$ cat config.mk
export PLATFORM = sky130hd
export DESIGN_NAME = seg_display_scheduler
export DESIGN_NICKNAME = d
export VERILOG_FILES = /design/src/rtl/seg_pkg.sv /design/src/rtl/seg_decoder.sv /design/src/rtl/seg_display_scheduler.sv
export SDC_FILE = /design/constraint.sdc
export NUM_CORES = 1
export LEC_CHECK = 0
export ABC_AREA = 1
export ABC_CLOCK_PERIOD_IN_PS = 6700
export BUFFER_PORTS_ARGS = -buffer_cell sky130_fd_sc_hd__buf_4
export CORE_MARGIN = 2
export CORE_UTILIZATION = 58
export CTS_BUF_LIST = sky130_fd_sc_hd__clkbuf_16
export CTS_CLUSTER_SIZE = 8
export DETAILED_ROUTE_END_ITERATION = 8
export GPL_ROUTABILITY_DRIVEN = 0
export PLACE_DENSITY = 0.94
export SLEW_MARGIN = 20
export SYNTH_ARGS = -nofsm -noshare
export SYNTH_HDL_FRONTEND = slang
export SYNTH_SLANG_ARGS = --single-unit
export TNS_END_PERCENT = 50
$ cat constraint.sdc
create_clock -name clk_2 -period 6.7 [get_ports clk_2]
set_input_delay 0 -clock clk_2 [delete_from_list [all_inputs] [get_ports clk_2]]
set_output_delay 0 -clock clk_2 [all_outputs]
set_load 0.02 [all_outputs]
$ cat src/rtl/seg_pkg.sv
// Shared types and glyph constants for the 7-segment display scheduler.
// Segment bit order: [0]=a .. [6]=g, [7]=dp, all active-high.
package seg_pkg;

  typedef logic [7:0] seg_t;

  localparam seg_t GLYPH_0    = 8'h3F;
  localparam seg_t GLYPH_1    = 8'h06;
  localparam seg_t GLYPH_2    = 8'h5B;
  localparam seg_t GLYPH_3    = 8'h4F;
  localparam seg_t GLYPH_4    = 8'h66;
  localparam seg_t GLYPH_5    = 8'h6D;
  localparam seg_t GLYPH_6    = 8'h7D;
  localparam seg_t GLYPH_7    = 8'h07;
  localparam seg_t GLYPH_8    = 8'h7F;
  localparam seg_t GLYPH_9    = 8'h67;
  localparam seg_t GLYPH_A    = 8'h77;
  localparam seg_t GLYPH_B    = 8'h7C;
  localparam seg_t GLYPH_C    = 8'h39;
  localparam seg_t GLYPH_D    = 8'h5E;
  localparam seg_t GLYPH_E    = 8'h79;
  localparam seg_t GLYPH_F    = 8'h71;
  localparam seg_t GLYPH_DASH = 8'h40;

  typedef enum logic {IDLE, SHOW} sched_state_t;

endpackage

$ cat src/rtl/seg_decoder.sv
// Combinational nibble -> a..g decoder. With SEG_HEX_EN defined, 10..15 show
// as A b C d E F; otherwise they show as a dash.
module seg_decoder
  import seg_pkg::*;
(
  input  logic [3:0] digit,
  output logic [6:0] segs
);

  seg_t glyph;

  always_comb begin
    // NOTE: default assignment first so every path drives glyph; no latch is inferred.
    glyph = GLYPH_DASH;
    case (digit)
      4'h0: glyph = GLYPH_0;
      4'h1: glyph = GLYPH_1;
      4'h2: glyph = GLYPH_2;
      4'h3: glyph = GLYPH_3;
      4'h4: glyph = GLYPH_4;
      4'h5: glyph = GLYPH_5;
      4'h6: glyph = GLYPH_6;
      4'h7: glyph = GLYPH_7;
      4'h8: glyph = GLYPH_8;
      4'h9: glyph = GLYPH_9;
`ifdef SEG_HEX_EN
      4'hA: glyph = GLYPH_A;
      4'hB: glyph = GLYPH_B;
      4'hC: glyph = GLYPH_C;
      4'hD: glyph = GLYPH_D;
      4'hE: glyph = GLYPH_E;
      4'hF: glyph = GLYPH_F;
`endif
      default: glyph = GLYPH_DASH;
    endcase
    segs = glyph[6:0];
  end

endmodule

$ cat src/rtl/seg_display_scheduler.sv
// Round-robin scheduler sharing one 7-segment display among NREQ requesters;
// each grant is latched and shown for DWELL cycles. Hex glyphs via SEG_HEX_EN.
module seg_display_scheduler
  import seg_pkg::*;
#(
  parameter int NREQ  = 4,
  parameter int DWELL = 4
) (
  input  logic                      clk_2,
  input  logic                      rst_n,
  input  logic [NREQ-1:0]           req,
  input  logic [3:0]                val [NREQ],
  input  logic [NREQ-1:0]           dp_in,
  output logic [NREQ-1:0]           ack,
  output logic [7:0]                SEG,
  output logic [$clog2(NREQ)-1:0]   owner,
  output logic                      busy
);

  localparam int OW = $clog2(NREQ);
  localparam int CW = $clog2(DWELL + 1);

  sched_state_t   state_q, state_d;
  seg_t           seg_q, seg_d;
  logic [NREQ-1:0] ack_q, ack_d;
  logic [OW-1:0]  owner_q, owner_d;
  logic [OW-1:0]  ptr_q, ptr_d;
  logic [CW-1:0]  cnt_q, cnt_d;

  logic           found;
  logic [OW-1:0]  win;
  int             scan_idx;
  logic [6:0]     win_segs;

  // Scan ptr, ptr+1, ... wrapping at NREQ; first active request wins.
  always_comb begin
    found    = 1'b0;
    win      = ptr_q;
    scan_idx = 0;
    for (int k = 0; k < NREQ; k++) begin
      scan_idx = int'(ptr_q) + k;
      if (scan_idx >= NREQ) scan_idx = scan_idx - NREQ;
      if (!found && req[scan_idx]) begin
        found = 1'b1;
        win   = OW'(scan_idx);
      end
    end
  end

  seg_decoder u_decoder (
    .digit (val[win]),
    .segs  (win_segs)
  );

  always_comb begin
    state_d = state_q;
    seg_d   = seg_q;
    ack_d   = '0;
    owner_d = owner_q;
    ptr_d   = ptr_q;
    cnt_d   = cnt_q;
    if (state_q == IDLE || cnt_q == '0) begin
      if (found) begin
        state_d = SHOW;
        seg_d   = {dp_in[win], win_segs};
        ack_d   = NREQ'(1) << win;
        owner_d = win;
        cnt_d   = CW'(DWELL - 1);
        ptr_d   = (win == OW'(NREQ - 1)) ? '0 : win + OW'(1);
      end else begin
        state_d = IDLE;
        seg_d   = '0;
        cnt_d   = '0;
      end
    end else begin
      cnt_d = cnt_q - CW'(1);
    end
  end

  // NOTE: sequential state uses non-blocking assignments so all flops update together.
  always_ff @(posedge clk_2 or negedge rst_n) begin
    if (!rst_n) begin
      state_q <= IDLE;
      seg_q   <= '0;
      ack_q   <= '0;
      owner_q <= '0;
      ptr_q   <= '0;
      cnt_q   <= '0;
    end else begin
      state_q <= state_d;
      seg_q   <= seg_d;
      ack_q   <= ack_d;
      owner_q <= owner_d;
      ptr_q   <= ptr_d;
      cnt_q   <= cnt_d;
    end
  end

  assign SEG   = seg_q;
  assign ack   = ack_q;
  assign owner = owner_q;
  assign busy  = (state_q == SHOW);

endmodule

==> summary.txt, run 1 <==
GRT
  • Largest net degree at the start of global routing: 21
  • Met1 GRT Util: 0.3086
  • First-pass GRT wire length: 6.051 mm
  • GR peak layer: met2
  • Met2 Use GR: 0.3961
  • Overflow left after global routing: 0
  • Vias in the first global route: about 1400
  • Total track usage: 0.2312
  • Initial antenna violation count: 0
  • Met3 Usage GRT: 0.01563

Worst setup path
  • Crit start category: flip-flop
  • WP buf/inv: 2
  • Peak fanout along the critical path: 14
  • Setup crit end kind: flip-flop
  • Delay-heaviest family, CP: simple AND/OR/NAND/NOR gates
  • CP max-delay cell: dfrtp_1
  • Worst path most repeated cell: nand2_1
  • WP data arrival: 3030 ps
  • Critical path type: reg2reg
  • Crit-path max cell delay: a little over 600 ps
  • Worst-path cell chain: inv_2 > nand2_1 > nand2_2 > nand2_2 > nand2_4 > nor2_8 > nand4_4 > nand2_4 > nand2_2 > nand2_1 > nand2_2 > nand2_4 > inv_2 > ha_1 > nand3_1 > nand2_1 > nand2_1 > nand2_1 > nand2_1
  • Req. time, crit path: 6840 ps

CTS
  • Clock latency on the worst-skew pair: about 250 ps
  • H-tree depth: 1
  • Clk slew on worst S/H paths: roughly 50 ps
  • Post-CTS Resized: 0
  • Clock root cell: clkbuf_16
  • # hold bufs at CTS: 1
  • CTS tree: yes
  • Clk buf depth: 2
  • Post-CTS Setup Bufs: 0
  • Clk sink count: 20
  • Num CTS Buffers: 3

Floorplan
  • Core ar.: between 2000 and 3000 sq um
  • Starting Density: 0.6143
  • Die X: around 58 um
  • Ports: 41
  • DIE AREA: 3369 sq um
  • Die Height: between 50 and 60 um
  • Num rows: 19

Synth
  • Largest family of logic cells by synthesized area: simple AND/OR/NAND/NOR gates
  • Cell Area, Synth: roughly 1700 sq um
  • Post-synthesis mux area share: 0
  • Net Count, Synth: between 200 and 300
  • Synth Flop Type: dfrtp_1
  • Synth top area cells: dfrtp_1 (30%), nand2_1 (19%), nand2_2 (7.4%), ha_1 (6.6%), inv_1 (5.3%)
  • Async SR Flop Fraction: 1.000
  • Post-synthesis adder-cell area fraction: 0.06647
  • Synth Area in Compound Gates: 0.07164
  • Post-synthesis sequential area ratio: 0.2954
  • Count leader, synth: nand2_1
  • Synth Warn #: 0
  • Yosys reg bits: 20
  • Synth cell count leaders: nand2_1 (88), inv_1 (24), dfrtp_1 (20), nand2_2 (20), nand3_1 (15)
  • EDFF count, synth: 0
  • Synth area leader: dfrtp_1
  • Synth Area in XOR/XNOR: 0
  • Simple-gate share of the synthesized area: 0.4586
  • Cells after synthesis: 235
  • Distinct cells, synth: 28
  • Post-Syn Area per Cell: just over 7 sq um
  • Synth top area share: 0.2954

Timing
  • Clock skew after layout: about 1.5 ps
  • Fin. Hold Viols: 0
  • Max Slew Vio Count: 0
  • Fmax: roughly 0.35 GHz
  • Min Tclk post-route: roughly 2900 ps
  • Final setup viols: 0
  • Worst-Margin Slew: ~730 ps
  • Setup_tns: 0 ps
  • RSZ-0062 raised after global routing: false
  • Final worst path period share: 0.4319
  • Relative slew slack: 0.5132

Hold path
  • Min-Delay Path Class: in2reg

Flow run
  • Max-Cap Viols: 0

Placement
  • Dpl hpwl: about 2.7 mm
  • IO Port Bufs: 40

Layout
  • Share of layout cells above drive strength 1: 0.3223
  • Fillers: around 220
  • Synthesis-to-layout area growth: 21.64%
  • Nets: 310
  • N_diodes: 0

Route
  • Remaining antenna violation count after routing: 0
  • Detailed-route DRC error count: 0
  • DRT iter0 DRCs: 58
  • Pre-antenna DRT Iters: 4
  • Routed vias: between 1500 and 2000
  • Routed vias/inst: ~5
  • Drt total wl: around 3.6 mm
  • WL per Instance: approximately 12 um

Status
  • Status: finished clean
## metal layers
metal	share of wire	vias up
met3	0.058	4
met2	0.49	54
li1	-	803
met1	0.44	686
met5	0	-
met4	0.012	0
## layout by cell type, fill, tap and decap left out, drive strengths merged
cell and count:
a21boi 1, a21oi 1, a32o 1, buf 40, clkbuf 3, clkinv 1
dfrtp 20, dlygate4sd3 1, ha 9, inv 31, nand2 114, nand3 18
nand3b 6, nand4 2, nor2 12, o21ai 13
## worst min-delay path: cells and delay by family
family / cells / cell delay (ps)
and+or+nand+nor: 2 / 120
AOI/OAI and AO/OA: 1 / 160
buffers and inverters: 1 / 80
## metrics by stage
stage	area, sq um	cells	hold WS (ps)	setup WS (ps)	utilization
2_1_floorplan	1694	235	-295.6	4331	-
3_3_place_gp	1976	300	-111.4	3786	0.7164
3_5_place_dp	1976	300	-109.6	3671	0.7164
4_1_cts	2061	304	144.9	3611	0.7473
5_1_grt	2061	304	162.4	3539	0.7473
6_report	2061	304	144.0	3806	0.7473
## flip-flops by register name, summed over array words and instances (netlist names)
name,cells
ptr_q,2
SEG,8
cnt_q,3
owner,2
busy,1
ack,4
## final timing paths
path / slack (ps) / cells after the start / from / to
setup / recovery: 3810 / 19 / ptr_q[0] / SEG[3]
hold / removal: 140 / 4 / dp_in[3] / SEG[7]
setup reg to reg: 3810 / 19 / ptr_q[0] / SEG[3]
hold reg to reg: 480 / 2 / SEG[4] / SEG[4]
max in group asynchronous: 6320 / 2 / rst_n / ptr_q[0]
min in group asynchronous: 180 / 2 / rst_n / cnt_q[2]
## kinds of logic (layout without fill, tap and decap cells)
kind of cell | count (synthesis) | after routing
AND/OR/NAND/NOR | 152 | 152
buffers and inverters | 38 | 76
flip-flops | 20 | 20
AO/OA/AOI/OAI | 16 | 16
adder cells (fa/ha/maj) | 9 | 9
## area by class of cell
cell class                      count  area [sq um]  share of cell area
Clock buffer                        3         75.07             0.03643
Inverter                           32         125.1             0.06072
Multi-Input combinational cell    177          1011              0.4906
Sequential cell                    20         500.5              0.2429
Tap cell                           31         38.79             0.01882
Timing Repair Buffer               41         310.3              0.1506
Power of run 1 is not shown: default switching activity piles up to over one toggle a cycle in this logic, so the estimate is an artifact.
==> inputs of run 2 (changes only) <==
--- a/config.mk
+++ b/config.mk
@@ -5,16 +5,16 @@
 export SDC_FILE = /design/constraint.sdc
 export NUM_CORES = 1
 export LEC_CHECK = 0
-export ABC_AREA = 1
-export ABC_CLOCK_PERIOD_IN_PS = 6700
+export ABC_AREA = 0
+export ABC_CLOCK_PERIOD_IN_PS = 2500
 export BUFFER_PORTS_ARGS = -buffer_cell sky130_fd_sc_hd__buf_4
 export CORE_MARGIN = 2
-export CORE_UTILIZATION = 58
+export CORE_UTILIZATION = 45
 export CTS_BUF_LIST = sky130_fd_sc_hd__clkbuf_16
 export CTS_CLUSTER_SIZE = 8
 export DETAILED_ROUTE_END_ITERATION = 8
 export GPL_ROUTABILITY_DRIVEN = 0
-export PLACE_DENSITY = 0.94
+export PLACE_DENSITY = 0.83
 export SLEW_MARGIN = 20
 export SYNTH_ARGS = -nofsm -noshare
 export SYNTH_HDL_FRONTEND = slang
==> constraint.sdc (replaced) <==
create_clock -name clk_2 -period 2.5 [get_ports clk_2]
set_input_delay 0 -clock clk_2 [delete_from_list [all_inputs] [get_ports clk_2]]
set_output_delay 0 -clock clk_2 [all_outputs]
set_load 0.02 [all_outputs]
==> run 2 against run 1 <==
- clock-buffer cell count unchanged
- fmax up 20%
- via count down 24%
- critical path type unchanged
- critical endpoint is now SEG[6]
==> summary.txt, run 2 <==
Worst setup path
  • Worst-path cell chain: nor3b_1 > a2111oi_4 > nor2_4 > inv_4 > a211oi_2 > or2_2 > inv_1 > ha_1 > inv_1 > a211o_1 > a22o_1
  • Worst path most repeated cell: inv_1
  • Critical path type: reg2reg
  • Setup crit end kind: flip-flop
  • Crit-path max cell delay: 410 ps (-210 ps)
  • Crit start category: flip-flop
  • Beginning of the critical path: ptr_q[1]
  • Req. time, crit path: 2640 ps (-4200 ps)
  • Peak fanout along the critical path: 5 (-9)
  • CP max-delay cell: dfrtp_1
  • R2r startpoint: ptr_q[1]
  • R2R depth: 11 (-8)
  • R2r setup slk: 90 ps (-3720 ps)
  • Crit Reg-Reg Endpoint: SEG[6]
  • Worst setup path end: SEG[6]
  • WP data arrival: 2550 ps (-480 ps)

CTS
  • Clk slew on worst S/H paths: 50 ps (about the same)
  • Clk buf depth: 2 (unchanged)
  • Clock latency on the worst-skew pair: 250 ps (about the same)
  • H-tree depth: 1 (unchanged)
  • Clock root cell: clkbuf_16
  • Num CTS Buffers: 3 (unchanged)
  • Clk sink count: 20 (unchanged)
  • CTS tree: yes

Synth
  • Post-Syn Area per Cell: 10.18 sq um (+41%)
  • Distinct cells, synth: 41 (+46%)
  • Net Count, Synth: 161 (-40%)
  • Post-synthesis sequential area ratio: 0.3902 (+0.09482)
  • Synth cell count leaders: dfrtp_1 (20), nand2_1 (16), ha_1 (9), inv_1 (9)
  • Synth area leader: dfrtp_1
  • Yosys reg bits: 20 (unchanged)
  • Cell Area, Synth: 1282 sq um (-24%)
  • Synth top area share: 0.3902 (+0.09482)
  • Count leader, synth: dfrtp_1
  • Cells after synthesis: 126 (-46%)
  • Synth Flop Type: dfrtp_1
  • Async SR Flop Fraction: 1.000 (unchanged)
  • EDFF count, synth: 0 (unchanged)
  • Synth top area cells: dfrtp_1 (39%), ha_1 (8.8%), nand2_1 (4.7%), mux2i_1 (3.9%), o211ai_4 (3.3%)
  • Synth Warn #: 0 (unchanged)

Power and ir drop
  • Total Power: 2.142 mW
  • VDD IR max: ~0.89 mV
  • Net switching fraction of the power: 0.4223
  • Clock power share: 0.153
  • Power per cell area: ~1200 nW/um^2
  • Seq pwr share: 0.248
  • Gate power share: 0.599
  • Switch Pwr: about 0.9 mW
  • Internal power: roughly 1.2 mW
  • Static leakage: about 0.89 nW

Route
  • Detailed-route DRC error count: 0 (unchanged)
  • Routed vias/inst: 5.586 (+9.8%)
  • WL per Instance: 15.18 um (+29%)
  • Remaining antenna violation count after routing: 0 (unchanged)
  • DRT iter0 DRCs: 26 (-55%)
  • Drt total wl: 3.188 mm (-11%)
  • Routed vias: 1173 (-24%)
  • Pre-antenna DRT Iters: 4 (unchanged)

GRT
  • Largest net degree at the start of global routing: 21 (unchanged)
  • Overflow left after global routing: 0 (unchanged)
  • Total track usage: 0.2044 (-0.02685)
  • Initial antenna violation count: 0 (unchanged)
  • Vias in the first global route: 1174 (-17%)
  • First-pass GRT wire length: 5.154 mm (-15%)

Hold path
  • Hold depth: 4 (unchanged)
  • Min-Delay Path Class: in2reg

Layout
  • Synthesis-to-layout area growth: 40.49%
  • Post-route insts no fill: 210 (-31%)
  • N_diodes: 0 (unchanged)
  • Fillers: 231 (+4.5%)
  • Share of layout cells above drive strength 1: 0.4022 (+0.07989)
  • Nets: 215 (-31%)
  • Largest register FFs: 8 (unchanged)
  • Fin util: 0.6590 (-0.08824)
  • Most frequent cells in the layout: buf_4 (50), dfrtp_1 (20), nand2_1 (16)
  • Multi-input gate area: 748.2 sq um (-26%)
  • FF/Latch Area: 500.5 sq um (unchanged)
  • Commonest non-fill, non-tap cell in the layout: buf_4

Timing
  • Fin. Hold Viols: 0 (unchanged)
  • Relative slew slack: 0.6816 (+0.1684)
  • Final setup viols: 0 (unchanged)
  • Max Slew Vio Count: 0 (unchanged)
  • Min Tclk post-route: 2410 ps (-483.9 ps)
  • Clock skew after layout: 0.8358 ps (-0.6832 ps)
  • Final worst path period share: 0.9640 (+0.5321)
  • Setup_tns: 0 ps (unchanged)
  • PnR worst setup slack: 89.98 ps (-3716 ps)
  • Fmax: 0.4149 GHz (+20%)
  • Worst-Margin Slew: 473.5 ps (-251.8 ps)

Placement
  • IO Port Bufs: 40 (unchanged)
  • Dpl hpwl: 2.440 mm (-10%)
  • Placed cell count: 203 (-32%)
  • Setup WS pre-CTS: -79.08 ps (-3750 ps)

Status
  • Status: finished clean

Floorplan
  • Die Height: 57.39 um (-1.1%)
  • Starting Density: 0.4691 (-0.1452)
  • Num rows: 19 (unchanged)
  • Ports: 41 (unchanged)
  • Core ar.: 2734 sq um (-0.86%)
  • Die X: 57.39 um (-1.1%)
  • DIE AREA: 3293 sq um (-2.3%)

Flow run
  • Max-Cap Viols: 0 (unchanged)
==> run 2: kinds of logic after synthesis <==
group                    share of synthesized area
AO/OA/AOI/OAI                               0.2410
adder cells (fa/ha/maj)                    0.08781
buffers and inverters                      0.04878
flip-flops                                  0.3902
multiplexers                               0.05659
AND/OR/NAND/NOR                             0.1756
==> run 2: worst max-delay path, delay by kind of cell (launching register included) <==
kind	cells	cell delay [ps]
adders and majority gates	1	150
AOI/OAI and AO/OA	4	890
buffers and inverters	3	250
and+or+nand+nor	3	600
DFF	1	410
==> run 2: final cells by class <==
cell class	instances	share of cell area
multi-input combinational	92	0.4153
inverter	12	0.02778
timing repair buffer	51	0.2139
sequential	20	0.2778
clock buffer	3	0.04167
clock inverter	1	0.002083
tap	31	0.02153
==> run 2: how the worst min path moves through the flow <==
| stage | from | endpoint | slack [ps] |
|---|---|---|---|
| floorplan | rst_n | SEG[0] | -300 |
| global placement | rst_n | ack[3] | -110 |
| detailed placement | rst_n | ack[0] | -110 |
| CTS | dp_in[0] | SEG[7] | 140 |
| global route | dp_in[0] | SEG[7] | 150 |
| finish | dp_in[0] | SEG[7] | 130 |
==> run 2: power by group through the flow <==
stage / Sequential (mW) / Combinational, mW / Clock [mW]
finish: 0.532 / 1.28 / 0.327
global route: 0.542 / 1.40 / 0.347
detailed placement: 0.531 / 1.22 / 0
CTS: 0.528 / 1.26 / 0.332
global placement: 0.523 / 1.17 / 0
floorplan: 0.623 / 0.709 / 0
==> run 2: routing by layer <==
metal	GRT usage	part of all wire	vias up
li1	-	-	559
met1	0.2251	0.38	556
met2	0.3782	0.54	47
met3	0.02721	0.048	11
met4	0.1030	0.033	0
met5	0	0	-
==> run 2: per-stage QoR <==
stage	hold slack, ps	area (sq um)
6_report	132.3	1802
5_1_grt	155.0	1802
4_1_cts	140.5	1777
3_5_place_dp	-108.4	1667
3_3_place_gp	-113.6	1667
2_1_floorplan	-295.6	1282
==> run 2: repair_timing <==
action | 4_1_cts | 5_1_grt
resized for setup | 1 | 4
setup endpoints to repair | 3 | 5
endpoints found under the hold margin | 20 | 0
buffers inserted | 2 | 0
pin swaps | 2 | 2
hold buffers | 1 | 0
No activity file was read; power rests on OpenSTA's default activity.
